$ cat config.mk
export PLATFORM = sky130hd
export DESIGN_NAME = alu_exec_unit
export DESIGN_NICKNAME = d
export VERILOG_FILES = /design/src/rtl/alu_exec_unit.sv
export SDC_FILE = /design/constraint.sdc
export NUM_CORES = 1
export LEC_CHECK = 0
export CAP_MARGIN = 10
export CORE_MARGIN = 1
export CORE_UTILIZATION = 45
export CTS_CLUSTER_DIAMETER = 50
export DETAILED_ROUTE_END_ITERATION = 16
export GPL_ROUTABILITY_DRIVEN = 0
export MAX_ROUTING_LAYER = met4
export PLACE_DENSITY = 0.72
export SLEW_MARGIN = 30
export SYNTH_ARGS = -nofsm -noshare
export SYNTH_HDL_FRONTEND = slang
export SYNTH_SLANG_ARGS = --single-unit
$ cat constraint.sdc
create_clock -name clk -period 2.1 [get_ports clk]
set_input_delay 0.525 -clock clk [delete_from_list [all_inputs] [get_ports clk]]
set_output_delay 0.525 -clock clk [all_outputs]
set_load 0.005 [all_outputs]
$ cat src/rtl/alu_exec_unit.sv
// alu_exec_unit -- single-issue ALU execution unit with valid/ready handshakes.
//
// Accepts one operation when in_valid && in_ready, computes it and presents the
// result with out_valid until the consumer takes it with out_ready.
// Non-shift ops (and shifts by zero) complete in one cycle. Shifts use a
// one-bit-per-cycle iterative shifter, so latency is shamt+1.
//
// Build option:
//   ALU_BARREL_SHIFT_EN  - when defined, shifts are computed combinationally
//                          with latency 1 and the SHIFT state is never entered.
//
// Ports:
//   clk          in   clock, rising edge
//   rst_n        in   asynchronous active-low reset
//   in_valid     in   operation request valid
//   in_ready     out  unit can accept a request this cycle
//   alu_control  in   [3:0] operation code (ALU_* encoding below)
//   op_a, op_b   in   [31:0] operands; shift amount is op_b[4:0]
//   out_valid    out  result valid
//   out_ready    in   consumer accepts result
//   result       out  [31:0] operation result
//   zero         out  result == 0
//   illegal      out  accepted code was not a defined ALU_* value
//
// ALU_* encoding: ADD=0x0 SLL=0x1 SLT=0x2 SLTU=0x3 XOR=0x4 SRL=0x5 OR=0x6
//                 AND=0x7 SUB=0x8 SRA=0xD; all other codes are illegal.

module alu_exec_unit (
    input  logic        clk,
    input  logic        rst_n,
    input  logic        in_valid,
    output logic        in_ready,
    input  logic [3:0]  alu_control,
    input  logic [31:0] op_a,
    input  logic [31:0] op_b,
    output logic        out_valid,
    input  logic        out_ready,
    output logic [31:0] result,
    output logic        zero,
    output logic        illegal
);

    localparam logic [3:0] ALU_ADD  = 4'h0;
    localparam logic [3:0] ALU_SLL  = 4'h1;
    localparam logic [3:0] ALU_SLT  = 4'h2;
    localparam logic [3:0] ALU_SLTU = 4'h3;
    localparam logic [3:0] ALU_XOR  = 4'h4;
    localparam logic [3:0] ALU_SRL  = 4'h5;
    localparam logic [3:0] ALU_OR   = 4'h6;
    localparam logic [3:0] ALU_AND  = 4'h7;
    localparam logic [3:0] ALU_SUB  = 4'h8;
    localparam logic [3:0] ALU_SRA  = 4'hD;

    typedef enum logic [1:0] {
        ST_IDLE  = 2'd0,
        ST_SHIFT = 2'd1,
        ST_DONE  = 2'd2
    } state_t;

    state_t      r_state;
    logic [31:0] r_result;
    logic        r_zero;
    logic        r_illegal;
    logic [31:0] r_work;
    logic [4:0]  r_cnt;
    logic [3:0]  r_shop;

    state_t      w_state_next;
    logic [31:0] w_result_next;
    logic        w_zero_next;
    logic        w_illegal_next;
    logic [31:0] w_work_next;
    logic [4:0]  w_cnt_next;
    logic [3:0]  w_shop_next;

    logic        w_accept;
    logic [4:0]  w_shamt;
    logic        w_legal;
    logic        w_is_shift;
    logic        w_go_iterative;
    logic [31:0] w_alu_result;
    logic [31:0] w_work_step;

    assign in_ready  = (r_state == ST_IDLE) || ((r_state == ST_DONE) && out_ready);
    assign out_valid = (r_state == ST_DONE);
    assign result    = r_result;
    assign zero      = r_zero;
    assign illegal   = r_illegal;

    assign w_accept = in_valid && in_ready;
    assign w_shamt  = op_b[4:0];

    always_comb begin
        w_legal    = 1'b1;
        w_is_shift = 1'b0;
        case (alu_control)
            ALU_ADD, ALU_SUB, ALU_SLT, ALU_SLTU,
            ALU_XOR, ALU_OR, ALU_AND:          w_is_shift = 1'b0;
            ALU_SLL, ALU_SRL, ALU_SRA:         w_is_shift = 1'b1;
            default:                           w_legal    = 1'b0;
        endcase
    end

`ifdef ALU_BARREL_SHIFT_EN
    assign w_go_iterative = 1'b0;
`else
    // A zero shift amount needs no iterations, so it completes like any other
    // single-cycle op (the one-cycle datapath simply passes op_a through).
    assign w_go_iterative = w_legal && w_is_shift && (w_shamt != 5'd0);
`endif

    // Single-cycle datapath, evaluated on the request inputs at acceptance.
    always_comb begin
        w_alu_result = 32'd0;
        case (alu_control)
            ALU_ADD:  w_alu_result = op_a + op_b;
            ALU_SUB:  w_alu_result = op_a - op_b;
            ALU_SLT:  w_alu_result = {31'd0, ($signed(op_a) < $signed(op_b))};
            ALU_SLTU: w_alu_result = {31'd0, (op_a < op_b)};
            ALU_XOR:  w_alu_result = op_a ^ op_b;
            ALU_OR:   w_alu_result = op_a | op_b;
            ALU_AND:  w_alu_result = op_a & op_b;
`ifdef ALU_BARREL_SHIFT_EN
            ALU_SLL:  w_alu_result = op_a << w_shamt;
            ALU_SRL:  w_alu_result = op_a >> w_shamt;
            ALU_SRA:  w_alu_result = 32'($signed(op_a) >>> w_shamt);
`else
            // Only reached here with a zero shift amount.
            ALU_SLL, ALU_SRL, ALU_SRA: w_alu_result = op_a;
`endif
            default:  w_alu_result = 32'd0;
        endcase
    end

    // One-bit step of the iterative shifter.
    always_comb begin
        w_work_step = r_work;
        case (r_shop)
            ALU_SLL: w_work_step = {r_work[30:0], 1'b0};
            ALU_SRL: w_work_step = {1'b0, r_work[31:1]};
            ALU_SRA: w_work_step = {r_work[31], r_work[31:1]};
            default: w_work_step = r_work;
        endcase
    end

    always_comb begin
        w_state_next   = r_state;
        w_result_next  = r_result;
        w_zero_next    = r_zero;
        w_illegal_next = r_illegal;
        w_work_next    = r_work;
        w_cnt_next     = r_cnt;
        w_shop_next    = r_shop;

        case (r_state)
            ST_SHIFT: begin
                w_work_next = w_work_step;
                w_cnt_next  = r_cnt - 5'd1;
                if (r_cnt == 5'd1) begin
                    w_state_next  = ST_DONE;
                    w_result_next = w_work_step;
                    w_zero_next   = (w_work_step == 32'd0);
                end
            end
            ST_DONE: begin
                if (out_ready) begin
                    w_state_next = ST_IDLE;
                end
            end
            default: begin
            end
        endcase

        // Acceptance only happens in IDLE or in DONE while the result is being
        // taken, so it safely overrides the transitions above.
        if (w_accept) begin
            w_illegal_next = !w_legal;
            if (w_go_iterative) begin
                w_state_next = ST_SHIFT;
                w_work_next  = op_a;
                w_cnt_next   = w_shamt;
                w_shop_next  = alu_control;
            end else begin
                w_state_next  = ST_DONE;
                w_result_next = w_alu_result;
                w_zero_next   = (w_alu_result == 32'd0);
            end
        end
    end

    always_ff @(posedge clk or negedge rst_n) begin
        if (!rst_n) begin
            r_state   <= ST_IDLE;
            r_result  <= 32'd0;
            r_zero    <= 1'b0;
            r_illegal <= 1'b0;
            r_work    <= 32'd0;
            r_cnt     <= 5'd0;
            r_shop    <= 4'd0;
        end else begin
            r_state   <= w_state_next;
            r_result  <= w_result_next;
            r_zero    <= w_zero_next;
            r_illegal <= w_illegal_next;
            r_work    <= w_work_next;
            r_cnt     <= w_cnt_next;
            r_shop    <= w_shop_next;
        end
    end

endmodule
==> metrics, run 1 <==
Inst Count DP 2139; synthesized cell area 0.009965 sq mm; most frequent cell after synthesis nand2_1; hpwl dp 33350 um; top cells by area, synth dfrtp_1 19%, ha_1 13%, a21oi_1 6.6%, o21ai_0 5.5%, nand2_1 5.3%; Most used DFF post-synth dfrtp_1; area leader, netlist dfrtp_1; status aborted with a tool error; worst_ep grt zero$_DFF_PN0_/D; Max clock buf depth 2; syn_area_per_cell approximately 7.3 sq um; I/O pin count around 110; top post-synthesis cells by count 140 x nand2_1, 132 x a21oi_1, 124 x nor2_1; width of the chip 150.8 um; post-synthesis sequential area ratio 0.1934; CTS HTree Levels 3; GRT Total Usage 0.7780; CTS Sinks 77; gr ovfl total 97; EDFF count, synth 0; area fraction of the dominant cell type after synthesis 0.1934; last stage reached global routing; Cell variety after synth 87; Post-CTS Hold Buffers 0; root buf cell clkbuf_16; Log Error [ERROR GRT-0232] Routing congestion too high. Check the congestion heatmap in the GUI.; flops & latches, synth 77; num rows between 50 and 60; Ys Warns 0; post-synthesis async set-or-reset flop share 1.000; Post-Syn Nets 1546; Die Y 150.8 um; total CTS buffers 9; Initial Utilization 0.4580; kind of the worst endpoint register data pin; Post-Syn Instances 1367; pin count of the biggest net entering global routing 65; Port Buf Inserts 107
[per-layer routing]
layer / GRT overflow / global-route usage
met2: 44 / 0.9046
met3: 6 / 0.6446
met1: 8 / 0.7747
met4: 39 / 0.7325
met5: - / -
[logic make-up after synthesis]
family                   synth area share
multiplexers                      0.02348
AND/OR/NAND/NOR                    0.2147
flip-flops                         0.1934
adder cells (fa/ha/maj)            0.1359
buffers and inverters             0.08061
AO/OA/AOI/OAI                      0.3361
XOR/XNOR                          0.01582
[metrics by stage]
stage | setup slack [ns] | cell area, sq um
floorplan | -1.093 | 10430
global placement | -2.056 | 15070
detailed placement | -2.185 | 15070
CTS | -1.410 | 17190
[repair_timing]
action / CTS
buffers inserted: 74
gates cloned: 3
setup endpoints to repair: 74
pin swaps: 96
resized for setup: 386
==> run 2: changes to the inputs <==
- CORE_UTILIZATION: 45 -> 30
- CTS_CLUSTER_DIAMETER: 50 -> default
- MAX_ROUTING_LAYER: met4 -> default
- PLACE_DENSITY: 0.72 -> default
- PLACE_DENSITY_LB_ADDON: default -> 0.15
- clock period: 2.1 -> 2.7 ns (I/O delays scaled with it)
==> run 2 against run 1 <==
Against the previous run: the flow now finishes, with violations (negative setup slack); synthesized area did not move; synthesized cell count stayed put.
==> metrics, run 2 <==
status complete, but fails checks; violated checks negative setup slack; Slew Viols, Final 0; antenna violations before repair 0; Vias ~13k; area post-placement 0.01504 sq mm; gr ovfl total 0; Worst EP arrival 3.74 ns; vias in the first global route 12.81k; Post-CTS Hold Buffers 0; top post-synthesis cells by count 140 x nand2_1, 132 x a21oi_1, 124 x nor2_1; most frequent cell after synthesis nand2_1; DRT iter0 DRCs 1459; worst-case vdd ir drop between 0.4 and 0.5 mV; maximum clock frequency 0.2862 GHz; commonest non-fill, non-tap cell in the layout buf_4; share of layout cells above drive strength 1 0.4647; Req. time, crit path 2.94 ns; ANT nets after route 0; Most common cell on crit path buf_6; CTS HTree Levels 3; Hold Violations, Final 0; Max clock buf depth 2; ant diodes 0; final instance area 0.01771 sq mm; area fraction of the dominant cell type after synthesis 0.1934; flops & latches, synth just under 80; Leakage 7.794 nW; Layout area overhead 77.74%; hpwl dp 36730 um; CTS tree yes; commonest non-fill, non-tap cells in the layout 488 x buf_4, 130 x nand2_1, 111 x nor2_1; Hold Path Class in2async; post-synthesis async set-or-reset flop share 1.000; total CTS buffers 9; Post-Syn Nets 1546; worst skew pair latency 0.33 ns; DR vias/cell 5.529; root buf cell clkbuf_16; syn_area_per_cell 7.289 sq um; CTS Sinks 77; max_slew headroom 0.4813; Max Cap Violations 0; Initial Utilization 0.3055; Top Family by Delay on Critical Path compound AO/OA/AOI/OAI gates; EDFF count, synth 0; multi-input logic area 0.009002 sq mm; width of the chip 184.3 um; top sig layer met4; critical path's slowest cell or4_4; Final Util 0.5430; crit-path cells buf_8 > clkinvlp_4 > buf_6 > ha_4 > o21ba_4 > buf_6 > or4_4 > a21oi_4 > nor3_4 > buf_4 > buf_6 > a21oi_2 > nor2b_2 > a221oi_2 > a21oi_2 > a2111oi_4 > nand4_1 > o31ai_1; CP bufs+invs 6; Final Power 9.400 mW; CP peak stage delay 0.46 ns; Fillers between 2k and 3k; Reg area 0.001927 sq mm; final clock skew 0.007837 ns; nets@finish 2117; Max FO, Critical Path 2; met3 WL ~3900 um; RSZ-0062 raised after global routing yes; Post-Syn Instances 1367; num rows 66; minimum clock period 3.494 ns; Crit Path Class in2reg; Worst Slack Setup Final -0.7941 ns; Cell variety after synth a little under 90; first-pass GRT wire length around 73000 um; DRT met1 WL 21550 um; post-synthesis sequential area ratio 0.1934; drt pass-1 iters 8; area leader, netlist dfrtp_1; Port Buf Inserts 107; Most used DFF post-synth dfrtp_1; I/O pin count 108; DR WL/cell just over 20 um; final wirelength 47950 um; actual slew at the worst max-slew pin just under 0.8 ns; synthesized cell area ~0.01 sq mm; clk slew on worst S/H paths 0.06 ns; core area 0.03262 sq mm; Die Y 184.3 um; Die Area 0.03395 sq mm; Worst setup SP type input port; pin count of the biggest net entering global routing 65; CP endpoint kind flop; GRT Total Usage 0.2785; setup violators final 24; WL met2 21080 um; Ys Warns 0; Final Cycle Share 1.294; drt drc 0; Pwr Density approximately 530 mW/mm^2; top cells by area, synth dfrtp_1 19%, ha_1 13%, a21oi_1 6.6%, o21ai_0 5.5%, nand2_1 5.3%
run 2: cell counts after synthesis:
No cell type changed its count.
run 2: kinds of logic after synthesis:
logic type	count (synthesis)	synth area share
XOR/XNOR	18	0.01582
AO/OA/AOI/OAI	500	0.3361
AND/OR/NAND/NOR	445	0.2147
buffers and inverters	198	0.08061
flip-flops	77	0.1934
adder cells (fa/ha/maj)	107	0.1359
multiplexers	22	0.02348
run 2: cell type report:
| cell class | instances | share of cell area |
|---|---|---|
| Multi-Input combinational cell | 1092 | 0.5083 |
| Timing Repair Buffer | 655 | 0.3089 |
| Sequential cell | 77 | 0.1088 |
| Tap cell | 442 | 0.03123 |
| Inverter | 103 | 0.02360 |
| Clock buffer | 10 | 0.01293 |
| Clock inverter | 6 | 0.006288 |
run 2: worst reg2reg max path, cell delays in order (launching register included):
cell and delay [ns]:
dfrtp_1 0.38, nand2b_1 0.20, a21o_1 0.18, buf_4 0.22, a222oi_1 0.48, nand4_1 0.14
nor4_1 0.41, buf_4 0.19, a22o_1 0.14, nand2_1 0.08, o31ai_1 0.07
run 2: worst paths after layout:
path                              end      start  cells after the start  slack [ns]
setup / recovery                 zero    op_b[1]                     18       -0.79
hold reg to reg             r_shop[0]  r_shop[0]                      1        0.48
max in group asynchronous  r_work[10]      rst_n                      2        1.77
setup reg to reg                 zero  r_shop[1]                     10        0.13
hold / removal               r_cnt[2]      rst_n                      1        0.30
min in group clk            r_shop[0]  r_shop[0]                      1        0.48
run 2: timing repair:
action / 4_1_cts / 5_1_grt
buffers inserted: 68 / 30
resized for setup: 375 / 149
pin swaps: 106 / 96
gates cloned: 0 / 1
endpoints found under the setup margin: 33 / 27
run 2: per-stage QoR:
step | TNS, ns | hold WS (ns) | std cells | worst slack [ns]
6_report | -10.55 | 0.3006 | 2385 | -0.7941
5_1_grt | -12.16 | 0.3383 | 2385 | -0.8862
4_1_cts | -10.65 | 0.3186 | 2369 | -0.9339
3_5_place_dp | -48.45 | 0.4572 | 2293 | -1.778
3_3_place_gp | -47.22 | 0.4532 | 2293 | -1.785
2_1_floorplan | -3.629 | 0.3794 | 1367 | -0.6431
run 2: layer usage:
layer / up-vias / global-route usage
li1: 6188 / -
met2: 625 / 0.4350
met5: - / 0
met1: 6271 / 0.3904
met3: 103 / 0.04643
met4: 0 / 0.08167
run 2: power breakdown:
part / internal (mW) / switching [mW] / total (mW) / leakage (nW)
combinational: 3.00 / 2.95 / 5.95 / 6.65
clock: 0.904 / 0.484 / 1.39 / 0.163
sequential: 1.63 / 0.438 / 2.07 / 0.981
total: 5.53 / 3.87 / 9.40 / 7.79
Power figures use the tool's default switching activity.
==> run 3: changes to the inputs <==
- CORE_UTILIZATION: 30 -> 55
==> run 3 against run 2 <==
Against the previous run: the flow now stops in global routing; synthesized cell count unchanged; synthesized area unchanged.
==> metrics, run 3 <==
Setup WS pre-CTS -1.712 ns; Ys Warns 0; Die Y 136.6 um; EDFF count, synth 0; num rows 48; Initial Utilization 0.5702; pin count of the biggest net entering global routing 65; Most used DFF post-synth dfrtp_1; CTS Sinks 77; gr ovfl total 151; post-synthesis sequential area ratio 0.1934; vias in the first global route 18.44k; first-pass GRT wire length 111000 um; width of the chip 136.6 um; flops & latches, synth 77; last stage reached global routing; GRT Total Usage 0.7899; Max clock buf depth 2; total CTS buffers 9; syn_area_per_cell between 7 and 8 sq um; post-synthesis async set-or-reset flop share 1.000; I/O pin count 108; area fraction of the dominant cell type after synthesis 0.1934; CTS HTree Levels 3; status aborted with a tool error; root buf cell clkbuf_16; most frequent cell after synthesis nand2_1; area post-placement 0.01434 sq mm; Post-Syn Instances approximately 1.4k; area leader, netlist dfrtp_1; Cell variety after synth just under 90; Log Error [ERROR GRT-0116] Global routing finished with congestion. Check the congestion regions in the DRC Viewer.; synthesized cell area 0.009965 sq mm; top cells by area, synth dfrtp_1 19%, ha_1 13%, a21oi_1 6.6%, o21ai_0 5.5%, nand2_1 5.3%; hpwl dp 32710 um; Post-Syn Nets 1546; top post-synthesis cells by count 140 x nand2_1, 132 x a21oi_1, 124 x nor2_1; Port Buf Inserts approximately 110
==> run 3: cell counts after synthesis <==
No cell type changed its count.
==> run 3: cells by family after synthesis <==
kind of cell,synth area share
AOI/OAI and AO/OA,0.3361
xor gates and xnor gates,0.01582
adders and majority gates,0.1359
buffers and inverters,0.08061
DFF,0.1934
muxes,0.02348
and+or+nand+nor,0.2147
==> run 3: per-stage QoR <==
step,hold slack [ns],std cells
after CTS,0.3345,2103
after floorplan,0.3794,1367
after global placement,0.4530,2025
after detailed placement,0.4674,2025
==> run 3: what timing repair did <==
item / CTS
hold endpoints to repair: 0
setup buffers: 71
setup endpoints to repair: 33
resized for setup: 385
pin swaps: 118
hold buffers: 0
==> run 3: layer usage <==
metal	overflow	global-route usage
met2	60	0.9473
met4	80	0.8185
met1	2	0.7721
met5	0	0.3278
met3	9	0.6563
